$ cat src/rtl/decode_sequencer.sv
// decode_sequencer: decode-stage issue sequencer with serialization, fault halt and flush.
// Ports: clk/rst (sync, active-high); si_i/si_valid_i/si_ready_o fetch handshake;
// dec_si_o/dec_valid_o/dec_di_i drive and read back a combinational dynamic decoder;
// di_o/di_valid_o/di_ready_i registered issue handshake; pipe_empty_i, flush_i;
// fault_o pulse on accepting a faulting op; issued_cnt_o wrapping accept counter.
// Optional macro DECODE_SEQ_PERF_EN adds stall_cycles_o (saturating stall counter).
package C;
   typedef enum logic [3:0] {
      OP_ADD, OP_SUB, OP_LD, OP_ST, OP_BR,
      OP_SRET, OP_MRET, OP_DRET, OP_WFI, OP_FENCE_VMA
   } op_e;
   typedef struct packed {
      op_e         op;
      logic [4:0]  rd;
      logic [15:0] imm;
   } si_t;
   typedef struct packed {
      op_e         op;
      logic [4:0]  rd;
      logic [15:0] imm;
      logic        fault;
   } di_t;
endpackage

module decode_sequencer #(
   parameter int ID_W = 20
) (
   input  logic            clk,
   input  logic            rst,
   input  C::si_t          si_i,
   input  logic            si_valid_i,
   output logic            si_ready_o,
   output C::si_t          dec_si_o,
   output logic            dec_valid_o,
   input  C::di_t          dec_di_i,
   output C::di_t          di_o,
   output logic            di_valid_o,
   input  logic            di_ready_i,
   input  logic            pipe_empty_i,
   input  logic            flush_i,
   output logic            fault_o,
   output logic [ID_W-1:0] issued_cnt_o
`ifdef DECODE_SEQ_PERF_EN
   ,
   output logic [31:0]     stall_cycles_o
`endif
);
   typedef enum logic [1:0] {RUN, SERIAL, HALT} state_e;
   state_e          state_q, state_d;
   C::di_t          di_q, di_d;
   logic            di_valid_q, di_valid_d;
   logic [ID_W-1:0] cnt_q, cnt_d;
   logic            serial, accept;
   assign serial = si_i.op inside {C::OP_SRET, C::OP_MRET, C::OP_DRET, C::OP_WFI, C::OP_FENCE_VMA};
   // Serializing ops additionally wait for an empty output register and empty pipe.
   assign si_ready_o = !rst && state_q == RUN && !flush_i && (!di_valid_q || di_ready_i)
                       && (!serial || (pipe_empty_i && !di_valid_q));
   assign accept       = si_valid_i && si_ready_o;
   assign dec_si_o     = si_i;
   assign dec_valid_o  = accept;
   assign fault_o      = accept && dec_di_i.fault;
   assign di_o         = di_q;
   assign di_valid_o   = di_valid_q;
   assign issued_cnt_o = cnt_q;
   always_comb begin
      state_d    = flush_i                          ? RUN
                 : (state_q == RUN && accept)       ? (dec_di_i.fault ? HALT : serial ? SERIAL : RUN)
                 : (state_q == SERIAL && !di_valid_q && pipe_empty_i) ? RUN
                 : state_q;
      di_valid_d = flush_i ? 1'b0 : accept ? 1'b1 : di_ready_i ? 1'b0 : di_valid_q;
      di_d       = accept ? dec_di_i : di_q;
      cnt_d      = cnt_q + ID_W'(accept);
   end
   always_ff @(posedge clk) begin
      if (rst) begin
         state_q    <= RUN;
         di_q       <= '0;
         di_valid_q <= 1'b0;
         cnt_q      <= '0;
      end else begin
         state_q    <= state_d;
         di_q       <= di_d;
         di_valid_q <= di_valid_d;
         cnt_q      <= cnt_d;
      end
   end
`ifdef DECODE_SEQ_PERF_EN
   logic [31:0] stall_q, stall_d;
   assign stall_d        = (si_valid_i && !si_ready_o && stall_q != '1) ? stall_q + 32'd1 : stall_q;
   assign stall_cycles_o = stall_q;
   always_ff @(posedge clk) begin
      if (rst) stall_q <= '0;
      else     stall_q <= stall_d;
   end
`endif
endmodule

$ cat config.mk
export PLATFORM = sky130hd
export DESIGN_NAME = decode_sequencer
export DESIGN_NICKNAME = d
export VERILOG_FILES = /design/src/rtl/decode_sequencer.sv
export SDC_FILE = /design/constraint.sdc
export NUM_CORES = 1
export LEC_CHECK = 0
export CAP_MARGIN = 10
export CORE_UTILIZATION = 38
export CTS_BUF_LIST = sky130_fd_sc_hd__clkbuf_16
export DETAILED_ROUTE_END_ITERATION = 10
export GPL_TIMING_DRIVEN = 1
export PLACE_DENSITY = 0.8
export SLEW_MARGIN = 5
export SYNTH_ARGS = -nofsm -noshare
export SYNTH_HDL_FRONTEND = slang
export SYNTH_SLANG_ARGS = --single-unit
export TNS_END_PERCENT = 30
$ cat constraint.sdc
create_clock -name clk -period 3.1 [get_ports clk]
set_input_delay 0.31 -clock clk [delete_from_list [all_inputs] [get_ports clk]]
set_output_delay 0.31 -clock clk [all_outputs]
set_load 0.02 [all_outputs]
---- Yosys cells after proc, flatten, opt, wreduce, memory -nomap -nowiden ----
Cells that the tools add are included.
word-level totals
  register bits after elaboration ......... 49
  output and inout bits ................... 75
  input bits .............................. 57
operators by class
  mux-type cells .......................... 6
  reduce and logical (&&, ||, !) cells .... 21
  $add $sub $neg .......................... 1
  eq/ne operators ......................... 6
operators with widths
  operator            count
  $add 20x1->20       1
  $eq 4x3->1 const B  3
  $logic_and 1x1->1   10
  $eq 4x4->1 const B  2
  $mux 2              3
  $reduce_bool 5->1   1
  $logic_not 1->1     4
  $reduce_bool 2->1   2
  $mux 1              3
  $eq 2x1->1 const B  1
  $logic_not 2->1     1
  $logic_or 1x1->1    2
  $reduce_or 2->1     1

---- Longest topological paths before layout ----
  depth after elaboration ................. 8
  depth in mapped cells ................... 12

---- Worst setup path after synthesis ----
OpenSTA, ideal clock, no wires.
  path type ............................... input to register
  start point ............................. input si_i[21] in the netlist's numbering
  end point ............................... register cnt_q[14], in the netlist issued_cnt_o[14]
  setup time .............................. 70 ps
  path buffers ............................ 1
  stages .................................. 11
  path slack .............................. 388 ps
  arrival time ............................ 2,641 ps
  cells stage by stage .................... nor2_1 o2bb2ai_1 or3_1 buf_6 nand2_1 ha_1 ha_1 and4_1 nand4_2 or3_1 a21oi_1
on the way
  word-level cells in the longest chain between the ends .. 7
  elaborated cells between the ends (all ways) .. 11
  those cells by class .................... 1 x add/sub; 5 x eq/ne; 5 x reduce/logical
RTL lines
  item                                             RTL line  text
  start: declaration                               30        input C::si_t si_i,
  $eq 4x3->1 / $eq 4x4->1 (equally long branches)  54        assign serial = si_i.op inside {C::OP_SRET, C::OP_MRET, C::OP_DRET, C::OP_WFI, C::OP_FENCE_VMA};
  $reduce_bool 5->1 *                              54
  $logic_not 1->1 *                                57        && (!serial || (pipe_empty_i && !di_valid_q));
  $logic_or 1x1->1 *                               57
  $logic_and 1x1->1 *                              57
  $logic_and 1x1->1 *                              58        assign accept = si_valid_i && si_ready_o;
  named net dec_valid_o                            34        output logic dec_valid_o,
  $add 20x1->20 *                                  72        cnt_d = cnt_q + ID_W'(accept);
  end signal: assignment                           84        cnt_q <= cnt_d;
  end: declaration                                 52        logic [ID_W-1:0] cnt_q, cnt_d;
The timed path passes the listed nets; every way through them passes the cells marked *.
A chain may end at the register's enable or synchronous reset.

---- Worst setup path in the final report ----
  start point ............................. input si_i[24] in the netlist's numbering
  end point ............................... register cnt_q[14], in the netlist issued_cnt_o[14]
on the way
  word-level cells in the longest chain between the ends .. 7
  elaborated cells between the ends (all ways) .. 11
  those cells by class .................... 1 x add/sub; 5 x eq/ne; 5 x reduce/logical
RTL lines
  item                                             RTL line
  $eq 4x3->1 / $eq 4x4->1 (equally long branches)  54
  $reduce_bool 5->1 *                              54
  $logic_not 1->1 *                                57
  $logic_or 1x1->1 *                               57
  $logic_and 1x1->1 *                              57
  $logic_and 1x1->1 *                              58
  $add 20x1->20 *                                  72
Every way passes the cells marked *; elsewhere a longest branch is shown, timed or not.

==> flow_metrics.tcl <==
set metrics [dict create \
    fmax_ghz 0.348 \
    p_comb_share_pct 13.2 \
    synth_simple_gate_area_share_pct 20.0 \
    ctsLongestPathBuffers 2 \
    cp_data_arrival_time_ns 3.08 \
    period_needed_ns 2.87 \
    finalClockSkew_ns 0.00439 \
    die_w_um 79.8 \
    syn-num-nets 319 \
    synth_top_flop_cell "dfxtp_1" \
    io_pins 132 \
    crit_chain "clkdlybuf4s50_1 -> nand2b_1 -> o2bb2ai_1 -> or3_1 -> nand2_1 -> ha_1 -> ha_1 -> and4_1 -> nand4_2 -> or3_1 -> a21oi_1" \
    max-cap-violations 0 \
    dieArea_um2 6360 \
    synth_enable_flop_cells 0 \
    crit_slowest_cell "clkdlybuf4s50_1" \
    synth-xor-area-share_pct 6.10 \
    seqPwrFrac_pct 46.0 \
    cts_hold_buf 0 \
    synthAdderAreaFrac_pct 1.09 \
    ys_types 36 \
    cts_made_buffers 5 \
    clkPwrFrac_pct 40.8 \
    final-max-slew-violation-count 0 \
    rows 27 \
    die_h_um 79.8 \
    finalSetupViolations 0 \
    n_antenna_cell 0 \
    ctsResizeCount 0 \
    grt_pass1_wl_um 8880 \
    synth_area_leaders "dfxtp_1, buf_4, nand3_1" \
    dp_hpwl_um 3950 \
    cts_setup_buffers 0 \
    syn_avg_cell_area_um2 8.84 \
    hold_violations 0 \
    hold_class "in -> reg" \
    crit_path_max_fanout 6 \
    clock_latency_ns 0.28 \
    endpoint_kind "flop" \
    htree_num_levels 2 \
    required_ns 3.31 \
    clockRootBuffer "clkbuf_16" \
    synth_top_family_by_area "simple AND/OR/NAND/NOR gates" \
    syn2layout_area_growth_pct 39.0 \
    layout-drive-gt1-share_pct 7.38 \
    switching_power_mw 0.308 \
    dr.pass1.iters 4 \
    wl_per_cell_um 13.9 \
    yosys_warnings 0 \
    rsz0062_at_grt "false" \
    outcome "finished, final reports clean" \
    startpoint_type "input port" \
    initialDrtViolationCount 108 \
    nets 383 \
    p_per_area_nw_per_um2 447 \
    worst_pin_slew_ns 0.532 \
    critical_path_class "in -> reg" \
    timing.final.crit_share_pct 92.7 \
    clock_sinks 49 \
    yosysTopAreaCell "dfxtp_1" \
    setup_slack_ns 0.228 \
    grt_pass1_vias 1906 \
    max_slew_margin_pct 64.1 \
    p_int_mw 1.12 \
    initial_utilization_pct 40.5 \
    routed_wl_um 5500 \
    crit_buf_inv 1 \
    postRouteAntennaNets 0 \
    holdWs_ns 0.373 \
    vias_per_cell 5.09 \
    crit_family "simple AND/OR/NAND/NOR gates" \
    synth_top_area_share_pct 42.7 \
    cts_tree "done" \
    syn-instance-count 260 \
    synth.area.mux_share_pct 0 \
    switching_share_pct 21.6 \
    path_clk_slew_ns 0.06 \
    drcViolationCount 0 \
    grt_max_degree 47 \
    grt_overflow_total 0 \
    pre_cts_slack_ns -0.0625 \
    vias 2020 \
    ir_drop_mv 0.300 \
    antenna_found_initial 0 \
    ys_async_sr_fraction_pct 0 \
    max_stage_delay_ns 0.53 \
    grt_usage_pct 17.7 \
    synth_compound_area_share_pct 16.8 \
    ys_seq_elements 49 \
    layout_commonest_cell "clkdlybuf4s50_1" \
    routabilityCongestion 0.846 \
    seq_area_frac_synth_pct 42.7 \
    syn-cell-area_um2 2300 \
    portBuffers 89 \
    leakagePower_nw 1.14 \
    coreArea_um2 5680 \
    final_cell_mix "clkdlybuf4s50_1, dfxtp_1, nand3_1" \
]
==> sequential cells by signal, summed over array words and instances (netlist names) <==
register      flops
state_q           2
issued_cnt_o     20
di_o             26
di_valid_o        1
==> synth_stat cells, types with 4 or more instances <==
library cell and count:
a21oi_1 30, xnor2_1 5, buf_6 7, o21ai_0 18, clkbuf_1 4, o21ai_1 10, xor2_1 11, nand3_1 32
dfxtp_1 49, nor2_1 22, buf_4 25, nand2_1 10
==> worst paths after layout <==
kind / start / to / slack (ns) / depth (start not counted)
min reg2reg: di_o[10]$_SDFFE_PP0N_ / di_o[10]$_SDFFE_PP0N_ / 0.47 / 2
max: si_i[24] / issued_cnt_o[14]$_SDFF_PP0_ / 0.23 / 11
max reg2reg: state_q[1]$_SDFFE_PP0P_ / issued_cnt_o[14]$_SDFF_PP0_ / 0.52 / 10
min: rst / di_valid_o$_SDFFE_PP0P_ / 0.37 / 3
==> logic make-up (layout without fill, tap and decap cells) <==
kind of cell / after synthesis / in the layout
XOR/XNOR: 16 / 16
AO/OA/AOI/OAI: 65 / 65
buffers and inverters: 42 / 107
flip-flops: 49 / 49
AND/OR/NAND/NOR: 86 / 86
adder cells (fa/ha/maj): 2 / 2
==> worst register-to-register path: cells and delay by family (launching register included) <==
kind	cells	cell delay, ns
adders and majority gates	2	0.41
and+or+nand+nor	7	1.58
DFF	1	0.36
AOI/OAI and AO/OA	1	0.14
==> power groups by stage <==
stage                     Combinational (mW)  Clock, mW  Sequential [mW]
final                                  0.188      0.583            0.657
after detailed placement               0.189          0            0.671
after CTS                              0.190      0.602            0.657
after floorplan                        0.110          0            0.690
after global placement                 0.187          0            0.670
after global routing                   0.203      0.634            0.659
==> area by class of cell <==
| cell class | instances | area, µm² |
|---|---|---|
| repair buffers | 96 | 938 |
| inverters | 3 | 11.3 |
| clock buffers | 5 | 125 |
| multi-input cells | 169 | 1010 |
| flip-flops and latches | 49 | 981 |
| clock inverters | 3 | 37.5 |
| fillers | 535 | 2480 |
| well taps | 72 | 90.1 |
==> through the flow <==
stage / power [mW] / area [µm²] / std cells / util (%) / setup TNS (ns)
finish: 1.43 / 3190 / 397 / 56.3 / 0
detailed placement: 0.860 / 3030 / 389 / 53.4 / -0.123
floorplan: 0.801 / 2300 / 260 / - / 0
global route: 1.50 / 3190 / 397 / 56.3 / 0
CTS: 1.45 / 3190 / 397 / 56.3 / 0
global placement: 0.858 / 3030 / 389 / 53.4 / 0
==> routing by layer <==
| metal | vias up | share of wire (%) | routed length (µm) | global-route usage, % |
|---|---|---|---|---|
| li1 | 1009 | - | - | - |
| met5 | - | 0 | 0 | 0 |
| met3 | 12 | 5.9 | 327 | 4.23 |
| met4 | 0 | 1.2 | 66 | 5.36 |
| met1 | 938 | 42 | 2330 | 20.5 |
| met2 | 61 | 50 | 2770 | 32.1 |
Power figures use the tool's default switching activity.
